<file path="src/rtl/seg_pkg.sv">
// Shared types and constants for the 7-segment scan controller.
package seg_pkg;

    typedef enum logic [1:0] {
        IDLE  = 2'd0,
        BLANK = 2'd1,
        SHOW  = 2'd2
    } state_t;

    localparam int NDIG  = 8;
    localparam int SEL_W = 3;

    // Segment order {g,f,e,d,c,b,a}, active-high
    localparam logic [6:0] GLYPH [0:15] = '{
        7'h3F, 7'h06, 7'h5B, 7'h4F, 7'h66, 7'h6D, 7'h7D, 7'h07,
        7'h7F, 7'h6F, 7'h77, 7'h7C, 7'h39, 7'h5E, 7'h79, 7'h71
    };

endpackage

</file>
<file path="src/rtl/seg_hex_enc.sv">
// Combinational hex nibble to 7-segment glyph encoder.
module seg_hex_enc
    import seg_pkg::*;
(
    input  logic [3:0] nib,
    output logic [6:0] glyph
);

    always_comb begin
        glyph = GLYPH[nib];
    end

endmodule

</file>
<file path="src/rtl/seg_scan_ctrl.sv">
// 8-digit multiplexed 7-segment scan controller with dead-time between digits
// and tear-free frame updates applied at the frame wrap or while idle.
module seg_scan_ctrl
    import seg_pkg::*;
#(
    parameter int DIV   = 50000,
    parameter int DEAD  = 16,
    parameter int CNT_W = 16
) (
    input  logic        clk,
    input  logic        rst_n,
    input  logic        en,
    input  logic        load,
    input  logic [31:0] data,
    input  logic [7:0]  blank_mask,
    input  logic [7:0]  dp_mask,
    output logic [2:0]  sel,
    output logic [6:0]  seg,
    output logic        dp,
    output logic        frame_done,
    output logic        pend
);

    localparam logic [CNT_W-1:0] DIV_M1  = CNT_W'(DIV - 1);
    localparam logic [CNT_W-1:0] DEAD_M1 = CNT_W'(DEAD - 1);
    localparam logic [SEL_W-1:0] LAST    = SEL_W'(NDIG - 1);

    state_t             state_q, state_d;
    logic [SEL_W-1:0]   sel_q, sel_d;
    logic [CNT_W-1:0]   cnt_q, cnt_d;
    logic [31:0]        buf_data_q, buf_data_d, shd_data_q, shd_data_d;
    logic [7:0]         buf_blank_q, buf_blank_d, shd_blank_q, shd_blank_d;
    logic [7:0]         buf_dp_q, buf_dp_d, shd_dp_q, shd_dp_d;
    logic               pend_q, pend_d;
    logic [6:0]         seg_q, seg_d;
    logic               dp_q, dp_d;
    logic               fd_q, fd_d;
    logic               frame_end;
    logic               apply;
    logic [3:0]         nib_d;
    logic [6:0]         glyph_d;

    seg_hex_enc u_enc (
        .nib   (nib_d),
        .glyph (glyph_d)
    );

    always_comb begin
        state_d     = state_q;
        sel_d       = sel_q;
        cnt_d       = cnt_q;
        buf_data_d  = buf_data_q;
        buf_blank_d = buf_blank_q;
        buf_dp_d    = buf_dp_q;
        shd_data_d  = shd_data_q;
        shd_blank_d = shd_blank_q;
        shd_dp_d    = shd_dp_q;
        pend_d      = pend_q;

        frame_end = (state_q == SHOW) && (sel_q == LAST) && (cnt_q == DIV_M1);

        if (!en) begin
            state_d = IDLE;
            sel_d   = '0;
            cnt_d   = '0;
        end else begin
            unique case (state_q)
                IDLE: begin
                    state_d = BLANK;
                    sel_d   = '0;
                    cnt_d   = '0;
                end
                BLANK: begin
                    if (cnt_q == DEAD_M1) begin
                        state_d = SHOW;
                        cnt_d   = '0;
                    end else begin
                        cnt_d = cnt_q + CNT_W'(1);
                    end
                end
                SHOW: begin
                    if (cnt_q == DIV_M1) begin
                        state_d = BLANK;
                        sel_d   = sel_q + SEL_W'(1);
                        cnt_d   = '0;
                    end else begin
                        cnt_d = cnt_q + CNT_W'(1);
                    end
                end
                default: begin
                    state_d = IDLE;
                    sel_d   = '0;
                    cnt_d   = '0;
                end
            endcase
        end

        // The buffer always mirrors the latest load, so applying it also covers
        // a load landing on the apply cycle itself.
        if (load) begin
            buf_data_d  = data;
            buf_blank_d = blank_mask;
            buf_dp_d    = dp_mask;
            pend_d      = 1'b1;
        end

        apply = (state_q == IDLE) || (en && frame_end);
        if (apply) begin
            shd_data_d  = buf_data_d;
            shd_blank_d = buf_blank_d;
            shd_dp_d    = buf_dp_d;
            pend_d      = 1'b0;
        end

        // Outputs are registered from next-state values so they line up with state.
        nib_d = shd_data_d[{sel_d, 2'b00} +: 4];
        seg_d = '0;
        dp_d  = 1'b0;
        if (state_d == SHOW) begin
            seg_d = shd_blank_d[sel_d] ? 7'h00 : glyph_d;
            dp_d  = shd_dp_d[sel_d];
        end
        fd_d = (state_d == SHOW) && (sel_d == LAST) && (cnt_d == DIV_M1);
    end

    always_ff @(posedge clk) begin
        if (!rst_n) begin
            state_q     <= IDLE;
            sel_q       <= '0;
            cnt_q       <= '0;
            buf_data_q  <= '0;
            buf_blank_q <= '0;
            buf_dp_q    <= '0;
            shd_data_q  <= '0;
            shd_blank_q <= '0;
            shd_dp_q    <= '0;
            pend_q      <= 1'b0;
            seg_q       <= '0;
            dp_q        <= 1'b0;
            fd_q        <= 1'b0;
        end else begin
            state_q     <= state_d;
            sel_q       <= sel_d;
            cnt_q       <= cnt_d;
            buf_data_q  <= buf_data_d;
            buf_blank_q <= buf_blank_d;
            buf_dp_q    <= buf_dp_d;
            shd_data_q  <= shd_data_d;
            shd_blank_q <= shd_blank_d;
            shd_dp_q    <= shd_dp_d;
            pend_q      <= pend_d;
            seg_q       <= seg_d;
            dp_q        <= dp_d;
            fd_q        <= fd_d;
        end
    end

    assign sel        = sel_q;
    assign seg        = seg_q;
    assign dp         = dp_q;
    assign frame_done = fd_q;
    assign pend       = pend_q;

endmodule

</file>
<file path="config.mk">
export PLATFORM = sky130hd
export DESIGN_NAME = seg_scan_ctrl
export DESIGN_NICKNAME = d
export VERILOG_FILES = /design/src/rtl/seg_pkg.sv /design/src/rtl/seg_hex_enc.sv /design/src/rtl/seg_scan_ctrl.sv
export SDC_FILE = /design/constraint.sdc
export NUM_CORES = 1
export LEC_CHECK = 0
export BUFFER_PORTS_ARGS = -buffer_cell sky130_fd_sc_hd__buf_2
export CORE_MARGIN = 4
export CORE_UTILIZATION = 30
export DETAILED_ROUTE_END_ITERATION = 7
export MAX_ROUTING_LAYER = met4
export PLACE_DENSITY_LB_ADDON = 0.3
export SLEW_MARGIN = 20
export SYNTH_ARGS = -nofsm -noshare
export SYNTH_HDL_FRONTEND = slang
export SYNTH_HIERARCHICAL = 1
export SYNTH_SLANG_ARGS = --single-unit
export TNS_END_PERCENT = 20
</file>
<file path="constraint.sdc">
create_clock -name clk -period 9.73 [get_ports clk]
set_input_delay 1.946 -clock clk [delete_from_list [all_inputs] [get_ports clk]]
set_output_delay 1.946 -clock clk [all_outputs]
set_load 0.01 [all_outputs]
</file>
=== Yosys cells after proc, flatten, opt, wreduce, memory -nomap -nowiden ===
Memory sizes are Yosys's and may differ from the RTL's. A register that Yosys moved wholly into a read port is not among the register bits.
Index checks and enable logic that the tools add are counted.

* Reductions and logical operators: 10
* $lt $le $gt $ge: 1
* Equal/unequal tests: 8
* Shift operators: 1
* Add/subtract/negate cells: 2
* Muxes and demuxes: 21
* Bitwise operators: 3

{| class="wikitable"
|+ Operators with widths
! cell !! count
|-
| two-way mux 32 bit || 2
|-
| two-way mux 16 bit || 3
|-
| equality test 16 bit, second input constant || 2
|-
| two-way mux 8 bit || 4
|-
| one-hot mux 16 bit (2 select lines) || 1
|-
| variable part select 32 x 6 -> 4 bit || 1
|-
| adder 16 x 1 -> 16 bit, second input constant || 1
|-
| equality test 16 x 4 -> 1 bit, second input constant || 1
|-
| binary-select mux 1 bit (select 3 bit) || 2
|-
| equality test 3 bit, second input constant || 2
|-
| two-way mux 2 bit || 3
|-
| two-way mux 3 bit || 2
|-
| one-hot mux 2 bit (3 select lines) || 1
|-
| one-hot mux 3 bit (2 select lines) || 1
|-
| logical AND 1 bit || 5
|-
| inverter 4 -> 5 bit || 1
|-
| equality test 2 bit, second input constant || 2
|-
| less-than comparator 3 x 4 -> 1 bit, second input constant || 1
|-
| adder 3 x 1 -> 3 bit, second input constant || 1
|-
| OR reduction 3 bit || 1
|-
| equality test 2 x 1 -> 1 bit, second input constant || 1
|-
| logical NOT 2 bit || 1
|-
| two-way mux 1 bit || 2
|-
| inverter 1 bit || 2
|-
| 3 further kinds || 3
|}

* Logic and storage cells: 59
* Register bits: 120
* Memory bits (read-only): 112
* Memories: 1

{| class="wikitable"
|+ Memory list
! memory !! words !! bits a word !! rd ports !! clocked after Yosys merged registers in !! wr ports !! RTL line !! text
|-
| (name not given) || 16 || 7 || 1 || 1 || 0 || seg_hex_enc.sv:10 || <nowiki>glyph = GLYPH[nib];</nowiki>
|}

=== Longest topological paths before layout ===
* Depth after elaboration: 9
* Gate-level depth with buffers: 17
* Depth with buffers taken out: 15

=== Cells and area by module ===
Netlist, hierarchy kept.

{| class="wikitable"
|+ By module, submodules not included
! module !! area an instance (um^2) !! sequential area each (um^2) !! cells an instance !! instances
|-
| seg_scan_ctrl || 5469.0 || 2542.4 || 612 || 1
|-
| seg_hex_enc || 287.8 || 0.0 || 33 || 1
|}

=== Worst setup path after synthesis ===
Ideal clock, no wire load.

* Kind: in2reg
* Start: input load
* End: register seg_q[3], in the netlist seg[3]
* Library setup time: 0.126 ns
* Path buffers: 3
* Data arrival time: 4.839 ns
* Stages on the path: 14
* Path slack: 4.764 ns
* Cells stage by stage: clkbuf_1 > clkbuf_1 > buf_1 > mux2i_1 > nand2_1 > o21ai_0 > mux2i_1 > o32ai_1 > nor2_1 > inv_1 > ha_1 > mux4_1 > inv_1 > nor2_1

* Elaborated cells on any way between the ends: 9
* Classes of those cells: 1 x shift; 6 x mux; 1 x bitwise; 1 x reduce/logical

{| class="wikitable"
|+ RTL lines
! element !! RTL line !! text
|-
| from (decl) || seg_scan_ctrl.sv:13 || <nowiki>input logic load,</nowiki>
|-
| two-way mux 32 bit || seg_scan_ctrl.sv:100 || <nowiki>if (load) begin</nowiki>
|-
| two-way mux 32 bit || seg_scan_ctrl.sv:108 || <nowiki>if (apply) begin</nowiki>
|-
| variable part select 32 x 6 -> 4 bit || seg_scan_ctrl.sv:116 || <nowiki>nib_d = shd_data_d[{sel_d, 2'b00} +: 4];</nowiki>
|-
| net nib_d[1] || seg_scan_ctrl.sv:40 || <nowiki>logic [3:0] nib_d;</nowiki>
|-
| inverter 4 -> 5 bit (implied by the code) || seg_hex_enc.sv:10 ||
|-
| to (decl) || seg_scan_ctrl.sv:35 || <nowiki>logic [6:0] seg_q, seg_d;</nowiki>
|}

The timed path passes the listed nets, and every way through them passes these cells. The select of a mux whose other input is x is not followed.
A chain may end at the register's enable or synchronous reset.

=== Final worst setup path ===
* Start: input en
* End: register seg_q[3], in the netlist seg[3]

* Elaborated cells on any way between the ends: 13
* Classes of those cells: 1 x eq/ne; 1 x shift; 6 x mux; 2 x bitwise; 3 x reduce/logical

{| class="wikitable"
|+ RTL lines
! element !! RTL line !! text
|-
| from (decl) || seg_scan_ctrl.sv:12 || <nowiki>input logic en,</nowiki>
|-
| logical AND 1 bit || seg_scan_ctrl.sv:107 || <nowiki>apply = (state_q == IDLE) || (en && frame_end);</nowiki>
|-
| logical OR 1 bit || seg_scan_ctrl.sv:107 ||
|-
| two-way mux 32 bit || seg_scan_ctrl.sv:108 ||
|-
| variable part select 32 x 6 -> 4 bit (*) || seg_scan_ctrl.sv:116 ||
|-
| net nib_d[3] || seg_scan_ctrl.sv:40 ||
|-
| inverter 4 -> 5 bit (implied by the code) (*) || seg_hex_enc.sv:10 ||
|}

The timed path passes the listed nets; every way through them passes the cells marked *. The select of a mux whose other input is x is not followed.

==> results.tsv <==
metric	value	unit
seq_area	0.00254	sq mm
dp_hpwl	8.94	mm
avgSynthCellArea	8.93	sq um
cp_cell_sequence	buf_2 > a41o_2 > buf_4 > o21ai_0 > mux2i_1 > o32ai_1 > nor2_1 > mux4_1 > inv_1 > nor2_1	
dp.cells	907	
regToRegSetupSlack	5270	ps
synth_top_area_frac	0.442	
die_area	0.0215	sq mm
synth_area_leaders	dfxtp_1 (44%), mux2i_1 (11%), nor2_1 (9.6%)	
fp.dieH	147	microns
layout.nets	758	
post_cts_resized	0	
initialDrtViolationCount	285	
fin_crit	4740	ps
stdcell_count	939	
track_usage	0.127	
p_leak	3.09	nW
core_area	0.0188	sq mm
wl	12.8	mm
cp.required	10020	ps
holdPathEnd	cnt_q[0]	
cts_hold_buf	0	
drive_gt1_frac	0.177	
ir_drop	0.121	mV
postCtsSetupBuffers	0	
fillers	1945	
via_count	4375	
min_path_cells	1	
syn-cell-area	0.00576	sq mm
period_share	0.487	
critical_path.max_stage_delay	750	ps
cts_buffers	17	
grt_max_degree	103	
setup_viol_count_final	0	
slew_headroom	0.352	
slowest_stage	nor2_1	
ys_seq_area_frac	0.442	
multiInputGateArea	0.00292	sq mm
yosys_warnings	6	
overflow	0	
startpoint_type	input pin	
crit_fanout	102	
row_count	50	
status	complete, no violations	
path_class	input pin to register	
cts-root-buf	clkbuf_16	
yosysUniqueCellTypes	67	
synth-main-ff-cell	dfxtp_1	
clkSinkCount	127	
cts.clk_slew.worst_paths	60	ps
final_cell_mix	nor2_1 (147), dfxtp_1 (127), buf_2 (64)	
reg2reg_depth	11	
avgViaCountPerCell	4.66	
die_w	147	microns
htreeDepth	4	
place_congestion	0.758	
hp-start	cnt_q[0]	
hold_path.class	register to register	
synth_nets	711	
ys_ff_latch	127	
mostFrequentLayoutCell	nor2_1	
arrival	5030	ps
endpoint_kind	register	
ios	65	
syn-instance-count	645	
worst_pin_slew	972	ps
antenna_cells	0	
drc	0	
rsz0062_at_grt	false	
maxCapViolCount	0	
fmax	0.211	GHz
wl_per_cell	13.7	microns
grt_pass1_wl	21.4	mm
ant_nets	0	
clk_path_buf_depth	2	
maxSlewViolCount	0	
start_util	0.307	
powerDensity	207	mW/mm^2
crit_top_cell	nor2_1	
insertion_delay	420	ps
antenna_found_initial	0	
grt_pass1_vias	4130	
cts_tree	done	
area_growth	19.6	%
rr_endpoint	seg[3]	
synth_edf_count	0	
synthArstFlopShare	0	
synth_top_cell_by_area	dfxtp_1	
r2r-start	cnt_q[5]	
skew	8.65	ps
hold_violations	0	
placement.io_buffers	64	
drt-pass1-iter-count	4	
fin_setup_tns	0	ps
## critical path: cells and delay by family
family	cells	cell delay [ps]
AO/OA/AOI/OAI	3	520
AND/OR/NAND/NOR	2	790
buffers and inverters	3	840
multiplexers	2	840
## area by class of cell
type / instances / share of cell area
well taps: 234 / 0.0425
flip-flops and latches: 127 / 0.369
clock inverters: 13 / 0.0376
clock buffers: 19 / 0.0643
multi-input cells: 457 / 0.424
inverters: 22 / 0.0124
repair buffers: 67 / 0.0498
## report_power, final
group          leakage (nW)  total (W)  internal [W]  switching [W]
combinational          1.71   0.000124     0.0000513      0.0000724
clock                 0.342   0.000747      0.000515       0.000232
sequential             1.04   0.000555      0.000548     0.00000694
total                  3.09    0.00143       0.00111       0.000312
## cells by family (layout without fill, tap and decap cells)
| group | count (synthesis) | count (layout) | synth area share |
|---|---|---|---|
| simple gates | 249 | 249 | 0.194 |
| flops | 127 | 127 | 0.442 |
| compound gates | 105 | 105 | 0.122 |
| mux | 74 | 74 | 0.138 |
| buf+inv | 61 | 121 | 0.0511 |
| xor+xnor | 15 | 15 | 0.0228 |
| fa+ha+maj | 14 | 14 | 0.0304 |
## synth_stat cells (2+ instances only)
cell type and number:
nor2_1 147, dfxtp_1 127, mux2i_1 63, nand2_1 45, o21ai_0 43, inv_1 20, buf_2 17, ha_1 14
clkbuf_1 13, a21oi_1 12, nand3_1 12, a211oi_1 11, and3_1 10, xnor2_1 10, o32ai_1 8, mux2_2 7
nor3_1 6, xor2_1 5, buf_6 4, o22ai_1 4, a31oi_1 3, buf_4 3, nand4_1 3, nor2b_1 3
o21ai_1 3, a21boi_0 2, a41oi_1 2, and2_1 2, and4_1 2, buf_1 2, mux4_2 2, nand2b_1 2
nand3b_1 2, nor2_4 2, o211ai_1 2
## metal layers
metal	track usage	part of all wire	wire length, microns
met1	0.179	0.54	6930
met2	0.169	0.41	5260
met3	0.0363	0.036	464
met4	0.0503	0.014	184
met5	-	0	0
## sequential cells by signal, summed over array words and instances, names as in the netlist
signal       flops
buf_blank_q      8
buf_data_q      32
buf_dp_q         8
cnt_q           16
dp               1
frame_done       1
pend             1
seg              7
sel              3
shd_blank_q      8
shd_data_q      32
shd_dp_q         8
state_q          2
## worst max path at each step
stage | to | slack, ps | startpoint
final | seg[3] | 4990 | en
after global routing | seg[3] | 4700 | en
after CTS | seg[3] | 5030 | en
after detailed placement | seg[3] | 4590 | en
after global placement | seg[3] | 4610 | en
after floorplan | seg[3] | 4760 | load
## stage by stage
step	setup WS [ps]	utilization	power (W)	cell area [sq um]	hold slack, ps
after floorplan	4760	-	0.000659	5760	421
after global placement	4610	0.330	0.000690	6180	436
after detailed placement	4590	0.330	0.000691	6180	445
after CTS	5030	0.367	0.00144	6890	458
after global routing	4700	0.367	0.00149	6890	500
final	4990	0.367	0.00143	6890	454
Power figures use the tool's default switching activity.
